==> src/rtl/regfile_dump_reader_pkg.sv <==
// Shared definitions for the register-file dump reader.
// Holds the FSM state encoding and the default geometry of the 32x64
// register file. The register file itself uses the same geometry.
package regfile_dump_reader_pkg;

  localparam int DATA_W_DEF = 64;
  localparam int ADDR_W_DEF = 5;
  localparam int REG_DEPTH  = 32;

  typedef enum logic {
    IDLE = 1'b0,
    RUN  = 1'b1
  } state_t;

endpackage : regfile_dump_reader_pkg

==> src/rtl/regfile_dump_reader_if.sv <==
// Output stream of the dump reader: one register word per beat, together
// with its address and an end-of-dump marker.
//
// Handshake: the master raises out_valid with out_data/out_addr/out_last.
// While out_valid is high those fields stay stable. A beat transfers on a
// rising clock edge where out_valid and out_ready are both high. The slave
// may drive out_ready independently of out_valid.
//
// Modports:
//   master : drives out_valid, out_data, out_addr, out_last; reads out_ready
//   slave  : reads out_valid, out_data, out_addr, out_last; drives out_ready
interface regfile_dump_reader_if
  import regfile_dump_reader_pkg::*;
#(
  parameter int DATA_W = DATA_W_DEF,
  parameter int ADDR_W = ADDR_W_DEF
);

  logic              out_valid;
  logic              out_ready;
  logic [DATA_W-1:0] out_data;
  logic [ADDR_W-1:0] out_addr;
  logic              out_last;

  modport master (
    output out_valid,
    output out_data,
    output out_addr,
    output out_last,
    input  out_ready
  );

  modport slave (
    input  out_valid,
    input  out_data,
    input  out_addr,
    input  out_last,
    output out_ready
  );

endinterface : regfile_dump_reader_if

==> src/rtl/regfile_dump_reader.sv <==
// Read-side initiator for the register file. A start command latches a
// wrap-around address range. The block then walks that range on one
// regfile read port and streams each word out with its address. The final
// word carries out_last, and done pulses once after that word is accepted.
//
// Ports:
//   clk, reset       clock; asynchronous active-low reset
//   start            one-cycle dump request, honoured only in IDLE
//   first_addr       first register of the range, sampled with start
//   last_addr        final register of the range, sampled with start
//   abort            synchronous cancel while a dump runs
//   rd_addr          regfile read-port address
//   rd_data          regfile read data, combinational from rd_addr
//   out_if           output stream (master side)
//   busy             high while the FSM is in RUN
//   done             one-cycle pulse after the last word is accepted
//   fsm_state        current FSM state, exported for observation
module regfile_dump_reader
  import regfile_dump_reader_pkg::*;
#(
  parameter int DATA_W = DATA_W_DEF,
  parameter int ADDR_W = ADDR_W_DEF
) (
  input  logic                  clk,
  input  logic                  reset,
  input  logic                  start,
  input  logic [ADDR_W-1:0]     first_addr,
  input  logic [ADDR_W-1:0]     last_addr,
  input  logic                  abort,
  output logic [ADDR_W-1:0]     rd_addr,
  input  logic [DATA_W-1:0]     rd_data,
  regfile_dump_reader_if.master out_if,
  output logic                  busy,
  output logic                  done,
  output state_t                fsm_state
);

  state_t              state_q;
  state_t              state_d;

  // One bit wider than the address so that a full 32-word dump is encodable.
  logic [ADDR_W:0]     remaining;

  logic                out_valid_q;
  logic                out_last_q;
  logic [DATA_W-1:0]   out_data_q;
  logic [ADDR_W-1:0]   out_addr_q;

  logic                take_start;
  logic                take_abort;
  logic                handshake;
  logic                finish;
  logic                load;

  // FSM state register.
  always_ff @(posedge clk or negedge reset) begin
    if (!reset) begin
      state_q <= IDLE;
    end else begin
      state_q <= state_d;
    end
  end

  // Next-state and control decode. abort overrides fetching and completion
  // in the same cycle.
  always_comb begin
    take_start = 1'b0;
    take_abort = 1'b0;
    handshake  = out_valid_q && out_if.out_ready;
    finish     = 1'b0;
    load       = 1'b0;
    state_d    = state_q;

    case (state_q)
      IDLE: begin
        if (start) begin
          take_start = 1'b1;
          state_d    = RUN;
        end
      end
      RUN: begin
        if (abort) begin
          take_abort = 1'b1;
          state_d    = IDLE;
        end else begin
          // Fetch when the output register is empty or is being drained.
          load   = (remaining != '0) && (!out_valid_q || out_if.out_ready);
          finish = handshake && out_last_q;
          if (finish) begin
            state_d = IDLE;
          end
        end
      end
      default: begin
        state_d = IDLE;
      end
    endcase
  end

  // Address counter, remaining counter and output register.
  always_ff @(posedge clk or negedge reset) begin
    if (!reset) begin
      rd_addr     <= '0;
      remaining   <= '0;
      out_valid_q <= 1'b0;
      out_last_q  <= 1'b0;
      out_data_q  <= '0;
      out_addr_q  <= '0;
      done        <= 1'b0;
    end else begin
      done <= 1'b0;
      if (take_start) begin
        rd_addr <= first_addr;
        // The subtraction wraps at ADDR_W bits, so wrap-around ranges count correctly.
        remaining <= {1'b0, last_addr - first_addr} + {{ADDR_W{1'b0}}, 1'b1};
      end else if (take_abort) begin
        out_valid_q <= 1'b0;
        out_last_q  <= 1'b0;
        remaining   <= '0;
      end else if (load) begin
        out_data_q  <= rd_data;
        out_addr_q  <= rd_addr;
        out_last_q  <= (remaining == {{ADDR_W{1'b0}}, 1'b1});
        out_valid_q <= 1'b1;
        rd_addr     <= rd_addr + 1'b1;
        remaining   <= remaining - 1'b1;
      end else if (handshake) begin
        // Drained with nothing left to fetch. rd_addr keeps its post-increment value.
        out_valid_q <= 1'b0;
        out_last_q  <= 1'b0;
        done        <= finish;
      end
    end
  end

  assign out_if.out_valid = out_valid_q;
  assign out_if.out_data  = out_data_q;
  assign out_if.out_addr  = out_addr_q;
  assign out_if.out_last  = out_last_q;

  assign busy      = (state_q == RUN);
  assign fsm_state = state_q;

endmodule : regfile_dump_reader

==> src/flat_wrapper.sv <==
// flat-port wrapper written by rule: the top's interface ports become plain ports
module regfile_dump_reader_flat import regfile_dump_reader_pkg::*;
#(
  parameter int DATA_W = DATA_W_DEF,
  parameter int ADDR_W = ADDR_W_DEF
)
  (clk, reset, start, first_addr, last_addr, abort, rd_addr, rd_data, busy, done, fsm_state, out_if_out_valid, out_if_out_data, out_if_out_addr, out_if_out_last, out_if_out_ready);
  regfile_dump_reader_if #(.DATA_W(DATA_W), .ADDR_W(ADDR_W)) out_if_i ();
  input  logic clk;
  input  logic reset;
  input  logic start;
  input  logic [ADDR_W-1:0] first_addr;
  input  logic [ADDR_W-1:0] last_addr;
  input  logic abort;
  output logic [ADDR_W-1:0] rd_addr;
  input  logic [DATA_W-1:0] rd_data;
  output logic busy;
  output logic done;
  output state_t fsm_state;
  output wire logic [$bits(out_if_i.out_valid)-1:0] out_if_out_valid;
  output wire logic [$bits(out_if_i.out_data)-1:0] out_if_out_data;
  output wire logic [$bits(out_if_i.out_addr)-1:0] out_if_out_addr;
  output wire logic [$bits(out_if_i.out_last)-1:0] out_if_out_last;
  input wire logic [$bits(out_if_i.out_ready)-1:0] out_if_out_ready;
  assign out_if_out_valid = out_if_i.out_valid;
  assign out_if_out_data = out_if_i.out_data;
  assign out_if_out_addr = out_if_i.out_addr;
  assign out_if_out_last = out_if_i.out_last;
  assign out_if_i.out_ready = out_if_out_ready;
  regfile_dump_reader #(.DATA_W(DATA_W), .ADDR_W(ADDR_W)) u_core (.clk(clk), .reset(reset), .start(start), .first_addr(first_addr), .last_addr(last_addr), .abort(abort), .rd_addr(rd_addr), .rd_data(rd_data), .out_if(out_if_i), .busy(busy), .done(done), .fsm_state(fsm_state));
endmodule
==> config.mk <==
export PLATFORM = sky130hd
export DESIGN_NAME = regfile_dump_reader_flat
export DESIGN_NICKNAME = d
export VERILOG_FILES = /design/src/rtl/regfile_dump_reader_pkg.sv /design/src/rtl/regfile_dump_reader_if.sv /design/src/rtl/regfile_dump_reader.sv /design/src/flat_wrapper.sv
export SDC_FILE = /design/constraint.sdc
export NUM_CORES = 1
export LEC_CHECK = 0
export CORE_MARGIN = 3
export CORE_UTILIZATION = 35
export DETAILED_ROUTE_END_ITERATION = 16
export DONT_BUFFER_PORTS = 1
export PLACE_DENSITY = 0.53
export SLEW_MARGIN = 20
export SYNTH_ARGS = -nofsm -noshare
export SYNTH_HDL_FRONTEND = slang
export SYNTH_SLANG_ARGS = --single-unit
==> constraint.sdc <==
create_clock -name clk -period 2.1 [get_ports clk]
set_input_delay 0.63 -clock clk [delete_from_list [all_inputs] [get_ports clk]]
set_output_delay 0.63 -clock clk [all_outputs]
set_load 0.05 [all_outputs]
# After elaboration in Yosys (flattened, before gate mapping)
# Index checks and enable logic that the tools add are counted.
# W data, S select, Z words.
[classes]
add_sub_neg = 4
eq_ne = 2
n_mux = 26
bitwise = 3
n_reduce_logical = 12
[op_table]
columns = ["cell", "count"]
rows = [
  ["$mux W1", 19],
  ["$mux W6", 3],
  ["$mux W5", 3],
  ["$add A5 B1 Y6 const B", 1],
  ["$eq A6 B1 Y1 const B", 1],
  ["$reduce_bool A3 Y1", 2],
  ["$reduce_bool A6 Y1", 1],
  ["$sub A6 B1 Y6 const B", 1],
  ["$add A5 B1 Y5 const B", 1],
  ["$sub A5 B5 Y5", 1],
  ["$reduce_and A2 Y1", 2],
  ["$logic_and A1 B1 Y1", 3],
  ["$not A1 Y1", 3],
  ["$reduce_and A3 Y1", 1],
  ["$ne A2 B1 Y1 const B", 1],
  ["$pmux W1 S2", 1],
  ["$reduce_bool A2 Y1", 1],
  ["$logic_not A1 Y1", 1],
  ["$logic_or A1 B1 Y1", 1],
]
[word_totals]
register_bits = 84
in_bits = 79
out_inout_bits = 79
word_cells = 55

# Longest topological paths before layout
# Gate-level depths: netlist of run 1.
[depth]
depth_word = 8
ltp_mapped = 9
depth_no_buf = 9

# Worst setup path before layout of run 1
# No wires, ideal clock.
[synth_path]
kind = "input-to-reg"
startpoint = "input last_addr[0]"
endpoint = "register u_core.remaining[4]"
setup_time_ns = 0.133
t_arrival_ns = 1.928
required_ns = 1.967
path_slack_ns = 0.039
path_stages = 9
path_buffers = 0
path_cell_list = "inv_1 > ha_1 > inv_1 > fa_1 > a21o_1 > a21oi_1 > xnor2_1 > xnor2_1 > o22ai_1"
[synth_between]
elab_chain_len = 3
[synth_rtl]
columns = ["item", "line", "text"]
rows = [
  ["start, declared", "flat_wrapper.sv:13", "input logic [ADDR_W-1:0] last_addr;"],
  ["$sub A5 B5 Y5", "regfile_dump_reader.sv:115", "remaining <= {1'b0, last_addr - first_addr} + {{ADDR_W{1'b0}}, 1'b1};"],
  ["$add A5 B1 Y6", "regfile_dump_reader.sv:115", ""],
  ["$mux W6", "regfile_dump_reader.sv:112", "if (take_start) begin"],
  ["end signal, assigned", "regfile_dump_reader.sv:115", ""],
  ["end signal, assigned", "regfile_dump_reader.sv:126", "remaining <= remaining - 1'b1;"],
  ["end, declared", "regfile_dump_reader.sv:42", "logic [ADDR_W:0] remaining;"],
]
# Every way passes these cells.
# A chain may end at the register's enable or synchronous reset.

# Final worst setup path of run 1
[layout_path]
startpoint = "register u_core.remaining[0]"
endpoint = "register u_core.out_data_q[21] (netlist: u_core.out_if.out_data[21])"
[layout_between]
elab_chain_len = 5
[layout_rtl]
columns = ["item", "line", "text"]
rows = [
  ["$reduce_bool A6 Y1", "regfile_dump_reader.sv:87", "load = (remaining != '0) && (!out_valid_q || out_if.out_ready);"],
  ["$logic_and A1 B1 Y1", "regfile_dump_reader.sv:87", ""],
  ["$mux W1", "regfile_dump_reader.sv:82", "if (abort) begin"],
  ["$mux W1", "regfile_dump_reader.sv:74", "case (state_q)"],
  ["$reduce_and A3 Y1 (no source line)", "n/a", ""],
  ["end signal, assigned", "regfile_dump_reader.sv:121", "out_data_q <= rd_data;"],
  ["end, declared", "regfile_dump_reader.sv:46", "logic [DATA_W-1:0] out_data_q;"],
]
# Every way passes these cells.

==> results of run 1 <==
==> critical path: stages, from the launching register on <==
cell and delay, ns:
dfrtp_1 0.43, inv_1 0.10, ha_1 0.26, a221oi_4 0.32, buf_12 0.22, buf_4 0.35
nand2_1 0.11, nand2_1 0.07
==> registers in the layout, summed over array words and instances (netlist names) <==
| register | count |
|---|---|
| u_core.busy | 1 |
| u_core.out_if.out_last | 1 |
| u_core.done | 1 |
| u_core.remaining | 6 |
| u_core.rd_addr | 5 |
| u_core.out_if.out_valid | 1 |
| u_core.out_if.out_data | 64 |
| u_core.out_if.out_addr | 5 |
==> area by class of cell <==
cell class / count / area share
repair buffers: 13 / 0.0304
multi-input cells: 288 / 0.347
inverters: 10 / 0.00929
clock inverters: 1 / 0.00743
well taps: 133 / 0.0412
flip-flops and latches: 84 / 0.520
clock buffers: 13 / 0.0443
==> per-stage QoR <==
| stage | instance area [um2] | total power, mW | TNS [ns] | util |
|---|---|---|---|---|
| after floorplan | 3670 | 6.31 | 0 | - |
| after global placement | 3830 | 6.75 | -0.0255 | 0.383 |
| after detailed placement | 3830 | 6.82 | -0.0607 | 0.383 |
| after CTS | 4040 | 8.05 | 0 | 0.404 |
| after global routing | 4040 | 8.43 | 0 | 0.404 |
| final | 4040 | 7.94 | 0 | 0.404 |
==> metal layers <==
metal,global-route usage,vias up,wire [um]
met3,0.0609,12,813
met1,0.171,1265,3500
li1,-,1270,-
met4,0.0595,0,127
met2,0.249,96,4270
met5,0,-,0
==> power groups by stage <==
stage	Sequential (mW)	Clock [mW]	Combinational, mW
final	5.23	1.21	1.50
after global routing	5.35	1.33	1.75
after CTS	5.26	1.26	1.53
after detailed placement	5.30	0	1.53
after global placement	5.28	0	1.47
after floorplan	5.20	0	1.11
==> kinds of logic after synthesis <==
group,after synthesis
simple gates,240
flops,84
buf+inv,30
compound gates,27
xor+xnor,11
fa+ha+maj,10
==> synthesized netlist by cell type <==
| cell | instances | area (um2) |
|---|---|---|
| a211oi_1 | 1 | 7.51 |
| a21boi_0 | 1 | 7.51 |
| a21o_1 | 4 | 30.0 |
| a21oi_1 | 4 | 20.0 |
| a221o_1 | 3 | 30.0 |
| a221o_2 | 1 | 11.3 |
| a221oi_1 | 1 | 8.76 |
| a221oi_2 | 1 | 15.0 |
| and3_1 | 2 | 12.5 |
| and4b_1 | 1 | 10.0 |
| buf_1 | 1 | 3.75 |
| buf_2 | 7 | 35.0 |
| buf_4 | 8 | 60.1 |
| buf_6 | 3 | 33.8 |
| clkbuf_1 | 1 | 3.75 |
| dfrtp_1 | 84 | 2100 |
| fa_1 | 1 | 20.0 |
| ha_1 | 9 | 113 |
| inv_1 | 10 | 37.5 |
| nand2_1 | 212 | 796 |
| nand2b_1 | 2 | 12.5 |
| nand3_1 | 5 | 25.0 |
| nand3b_1 | 2 | 15.0 |
| nand4_1 | 2 | 12.5 |
| nor2_1 | 5 | 18.8 |
| nor2b_1 | 2 | 12.5 |
| nor3_1 | 4 | 20.0 |
| nor3b_1 | 1 | 7.51 |
| nor4_2 | 2 | 25.0 |
| o21ai_0 | 5 | 25.0 |
| o21bai_1 | 1 | 7.51 |
| o22ai_1 | 5 | 31.3 |
| xnor2_1 | 7 | 61.3 |
| xor2_1 | 4 | 35.0 |
==> path summary, 6_finish.rpt <==
check	start	endpoint	slack, ns	depth (start not counted)
max	u_core.remaining[0]	u_core.out_if.out_data[21]	0.16	7
min	reset	u_core.out_if.out_data[43]	-0.03	0
max reg2reg	u_core.remaining[0]	u_core.out_if.out_data[21]	0.16	7
min reg2reg	u_core.rd_addr[0]	u_core.out_if.out_addr[0]	0.51	2
max in group asynchronous	reset	u_core.out_if.out_data[17]	1.96	0
min in group clk	rd_data[56]	u_core.out_if.out_data[56]	0.38	2
==> results.sh, run 1 <==
export IMPL_routabilityCongestion=0.748
export IMPL_pwr_density_cell_nw_per_um2=1970
export IMPL_clkSinkCount=84
export IMPL_fp_dieW_um=108
export IMPL_tightestPinTransition_ns=0.612
export IMPL_rsz0062_at_grt="no"
export IMPL_layout_cells_non_filler=542
export IMPL_rows=36
export IMPL_synth_area_um2=3670
export IMPL_yosysWarnings=0
export IMPL_cts_resized=0
export IMPL_dieArea_um2=11700
export IMPL_cts_root_buf="clkbuf_8"
export IMPL_area_growth_pct=10.2
export IMPL_fp_coreArea_um2=10000
export IMPL_overflow=0
export IMPL_post_route_min_period_ns=1.94
export IMPL_pwr_share_clk=0.152
export IMPL_dr_total_vias=2643
export IMPL_vdd_drop_max_mv=0.728
export IMPL_place_ws_ns=-0.0607
export IMPL_switching_share=0.552
export IMPL_internal_power_mw=3.55
export IMPL_drt_wirelength_per_cell_um=16.1
export IMPL_multiInputGateArea_um2=1400
export IMPL_cts_setup_buffers=0
export IMPL_start_util=0.367
export IMPL_setup_viol=0
export IMPL_drive_gt1_frac=0.0758
export IMPL_finalWorstSetupSlack_ns=0.161
export IMPL_synth_xor_area_frac=0.0263
export IMPL_dp_cells=528
export IMPL_final_antenna_net_count=0
export IMPL_mostFrequentLayoutCell="nand2_1"
export IMPL_synth_seq_cells=84
export IMPL_clkTransAtPathRegs_ns=0.08
export IMPL_avgSynthCellArea_um2=9.12
export IMPL_fin_skew_ns=0.00710
export IMPL_drt_first_iter_violations=142
export IMPL_final_period_utilization=0.923
export IMPL_grt_pass1_wl_mm=13.6
export IMPL_cts_buffer_depth=2
export IMPL_grt_pass1_vias=2710
export IMPL_power_frac_seq=0.659
export IMPL_grt_start_max_net_pins=85
export IMPL_io_buffer_count=0
export IMPL_synth_compound_area_share=0.0529
export IMPL_drc=0
export IMPL_clk_latency_ns=0.35
export IMPL_synthMuxAreaShare=0
export IMPL_synthSimpleGateAreaFrac=0.264
export IMPL_drv_cap=0
export IMPL_synth_top_family_by_area="simple AND/OR/NAND/NOR gates"
export IMPL_required_ns=2.39
export IMPL_p_sw_mw=4.38
export IMPL_finalHoldViolCount=69
export IMPL_status="complete, but fails checks"
export IMPL_whs_ns=-0.0287
export IMPL_arrival_ns=2.22
export IMPL_fill_cells=1038
export IMPL_max_freq_mhz=516
export IMPL_mostFrequentLayoutCells="nand2_1, dfrtp_1, clkbuf_8"
export IMPL_layout_area_seq_um2=2100
export IMPL_cts_tree="done"
export IMPL_first_pass_iters=4
export IMPL_ys_types=34
export IMPL_nNetsFinal=495
export IMPL_combPwrFrac=0.189
export IMPL_leakage_nw=2.10
export IMPL_antennaDiodeCount=0
export IMPL_end_kind="flop"
export IMPL_synthAdderAreaFrac=0.0362
export IMPL_viasPerCell=4.88
export IMPL_hp_class="input port to async pin"
export IMPL_drv_slew=0
export IMPL_cts_max_level=3
export IMPL_relSlewSlack=0.592
export IMPL_antenna_found_initial=0
export IMPL_ioPinCount=158
export IMPL_violations="hold timing"
export IMPL_synth_nets=491
export IMPL_die_height_um=108
export IMPL_path_max_fanout=33
export IMPL_hpwlAfterDp_mm=6.19
export IMPL_ys_seq_area_frac=0.573
export IMPL_cp_start_kind="flop"
export IMPL_postSynthCellCount=402
export IMPL_cts_buffers_inserted=9
export IMPL_critPathKind="flop to flop"
export IMPL_grt_total_usage=0.150
export IMPL_drt_wl_total_mm=8.70
No activity file was read; power rests on OpenSTA's default activity.
==> inputs of run 2 (changes only) <==
CAP_MARGIN = 10   (was not set)
SETUP_SLACK_MARGIN = 0.02   (was not set)
==> run 2 against run 1 <==
Compared with the run above:
- the run still ends with hold timing left
- clock-buffer cell count unchanged
- die area unchanged
- register-to-register slack improved by 0.04 ns
- final area about the same
- sequential share of layout area about the same
- sequential cell count unchanged
- via count unchanged
- setup slack improved by 0.037 ns
- cell count unchanged
- total power about the same
- first-iteration DRC count unchanged
- critical path type unchanged
- critical endpoint is now u_core.rd_addr[0]
- highest routed layer unchanged
==> results.sh, run 2 (same netlist as run 1, synthesis figures left out) <==
export IMPL_fin_skew_ns=0.00710
export IMPL_start_util=0.367
export IMPL_dpl_cell_area_um2=3830
export IMPL_hp_class="input port to async pin"
export IMPL_cts_setup_buffers=0
export IMPL_rrSetupSlack_ns=0.20
export IMPL_cts_tree="done"
export IMPL_relSlewSlack=0.592
export IMPL_die_height_um=108
export IMPL_violations="hold timing"
export IMPL_drt_first_iter_violations=142
export IMPL_status="complete, but fails checks"
export IMPL_rsz0062_at_grt="no"
export IMPL_drc=0
export IMPL_whs_ns=-0.0287
export IMPL_clkSinkCount=84
export IMPL_critPathKind="flop to flop"
export IMPL_area_growth_pct=10.3
export IMPL_arrival_ns=2.14
export IMPL_cts_max_level=3
export IMPL_cts_buffers_inserted=9
export IMPL_post_route_min_period_ns=1.90
export IMPL_crit_chain="nor4_2 -> a221o_2 -> buf_4 -> nor2_1 -> a221o_1"
export IMPL_path_max_fanout=7
export IMPL_grt_start_max_net_pins=85
export IMPL_cts_root_buf="clkbuf_8"
export IMPL_drt_wirelength_per_cell_um=16.1
export IMPL_finalHoldViolCount=69
export IMPL_postLayoutCellArea_um2=4040
export IMPL_setup_viol=0
export IMPL_drv_cap=0
export IMPL_end_kind="flop"
export IMPL_drv_slew=0
export IMPL_fp_dieW_um=108
export IMPL_overflow=0
export IMPL_final_antenna_net_count=0
export IMPL_rows=36
export IMPL_largest_register_ff_count=64
export IMPL_io_buffer_count=0
export IMPL_max_freq_mhz=526
export IMPL_pwr_density_cell_nw_per_um2=1960
export IMPL_required_ns=2.34
export IMPL_drt_wl_total_mm=8.70
export IMPL_critPathSlowestCell="nor4_2"
export IMPL_cts_buffer_depth=2
export IMPL_dr_total_vias=2643
export IMPL_grt_pass1_wl_mm=13.6
export IMPL_final_period_utilization=0.906
export IMPL_p_total_mw=7.94
export IMPL_tightestPinTransition_ns=0.612
export IMPL_first_pass_iters=4
export IMPL_leakage_nw=2.10
export IMPL_viasPerCell=4.88
export IMPL_mostFrequentLayoutCells="nand2_1, dfrtp_1, clkbuf_8"
export IMPL_cp_start_kind="flop"
export IMPL_dieArea_um2=11700
export IMPL_grt_total_usage=0.150
export IMPL_layout_cells_non_filler=542
export IMPL_fp_coreArea_um2=10000
export IMPL_nNetsFinal=495
export IMPL_mostFrequentLayoutCell="nand2_1"
export IMPL_vdd_drop_max_mv=0.728
export IMPL_antennaDiodeCount=0
export IMPL_drive_gt1_frac=0.0758
export IMPL_ioPinCount=158
export IMPL_hpwlAfterDp_mm=6.19
export IMPL_clkTransAtPathRegs_ns=0.08
export IMPL_dp_cells=528
export IMPL_routabilityCongestion=0.748
export IMPL_grt_pass1_vias=2710
export IMPL_clk_latency_ns=0.35
export IMPL_antenna_found_initial=0
export IMPL_cpPeakStageDelay_ns=0.49
[run 2: cell counts in the layout (fill, tap and decap cells not counted)]
No cell type changed its count.
[run 2: stage by stage]
step | utilization | setup TNS (ns) | setup slack [ns]
detailed placement | 0.383 | -0.0607 | -0.0607
global placement | 0.383 | -0.0255 | -0.0255
floorplan | - | 0 | 0.0392
CTS | 0.404 | 0 | 0.140
finish | 0.404 | 0 | 0.198
global route | 0.404 | 0 | 0.0537
[run 2: area by class of cell]
| type | count | area (um2) |
|---|---|---|
| sequential | 84 | 2100 |
| clock inverter | 1 | 30.0 |
| multi-input combinational | 288 | 1400 |
| tap | 133 | 166 |
| clock buffer | 13 | 179 |
| fill | 1038 | 5960 |
| timing repair buffer | 13 | 126 |
| inverter | 10 | 37.5 |
[run 2: critical path: cells and delay by family (launching register included)]
family                 cells  cell delay (ns)
buffers and inverters      1             0.19
AO/OA/AOI/OAI              2             0.61
AND/OR/NAND/NOR            2             0.53
flip-flops                 1             0.45
[run 2: power by group]
group / leakage, nW / internal, mW / switching [mW] / total, mW
logic: 0.951 / 0.590 / 0.911 / 1.50
registers: 1.04 / 2.30 / 2.93 / 5.23
clock network: 0.108 / 0.667 / 0.541 / 1.21
total: 2.10 / 3.56 / 4.39 / 7.94
[run 2: path summary, 6_finish.rpt]
kind,from,end,depth (start not counted)
setup / recovery,u_core.remaining[2],u_core.rd_addr[0],5
hold reg to reg,u_core.rd_addr[0],u_core.out_if.out_addr[0],2
max in group asynchronous,reset,u_core.out_if.out_data[17],0
hold / removal,reset,u_core.out_if.out_data[43],0
min in group clk,rd_data[56],u_core.out_if.out_data[56],2
setup reg to reg,u_core.remaining[2],u_core.rd_addr[0],5
[run 2: repair_timing]
item	in CTS	in global routing
setup endpoints to repair	0	1
resized for setup	0	1
hold endpoints to repair	84	84
[run 2: layer usage]
metal  global-route usage  wire [um]  vias up
li1                     -          -     1270
met5                    0          0        -
met3               0.0609        813       12
met4               0.0595        127        0
met1                0.171       3500     1265
met2                0.249       4270       96
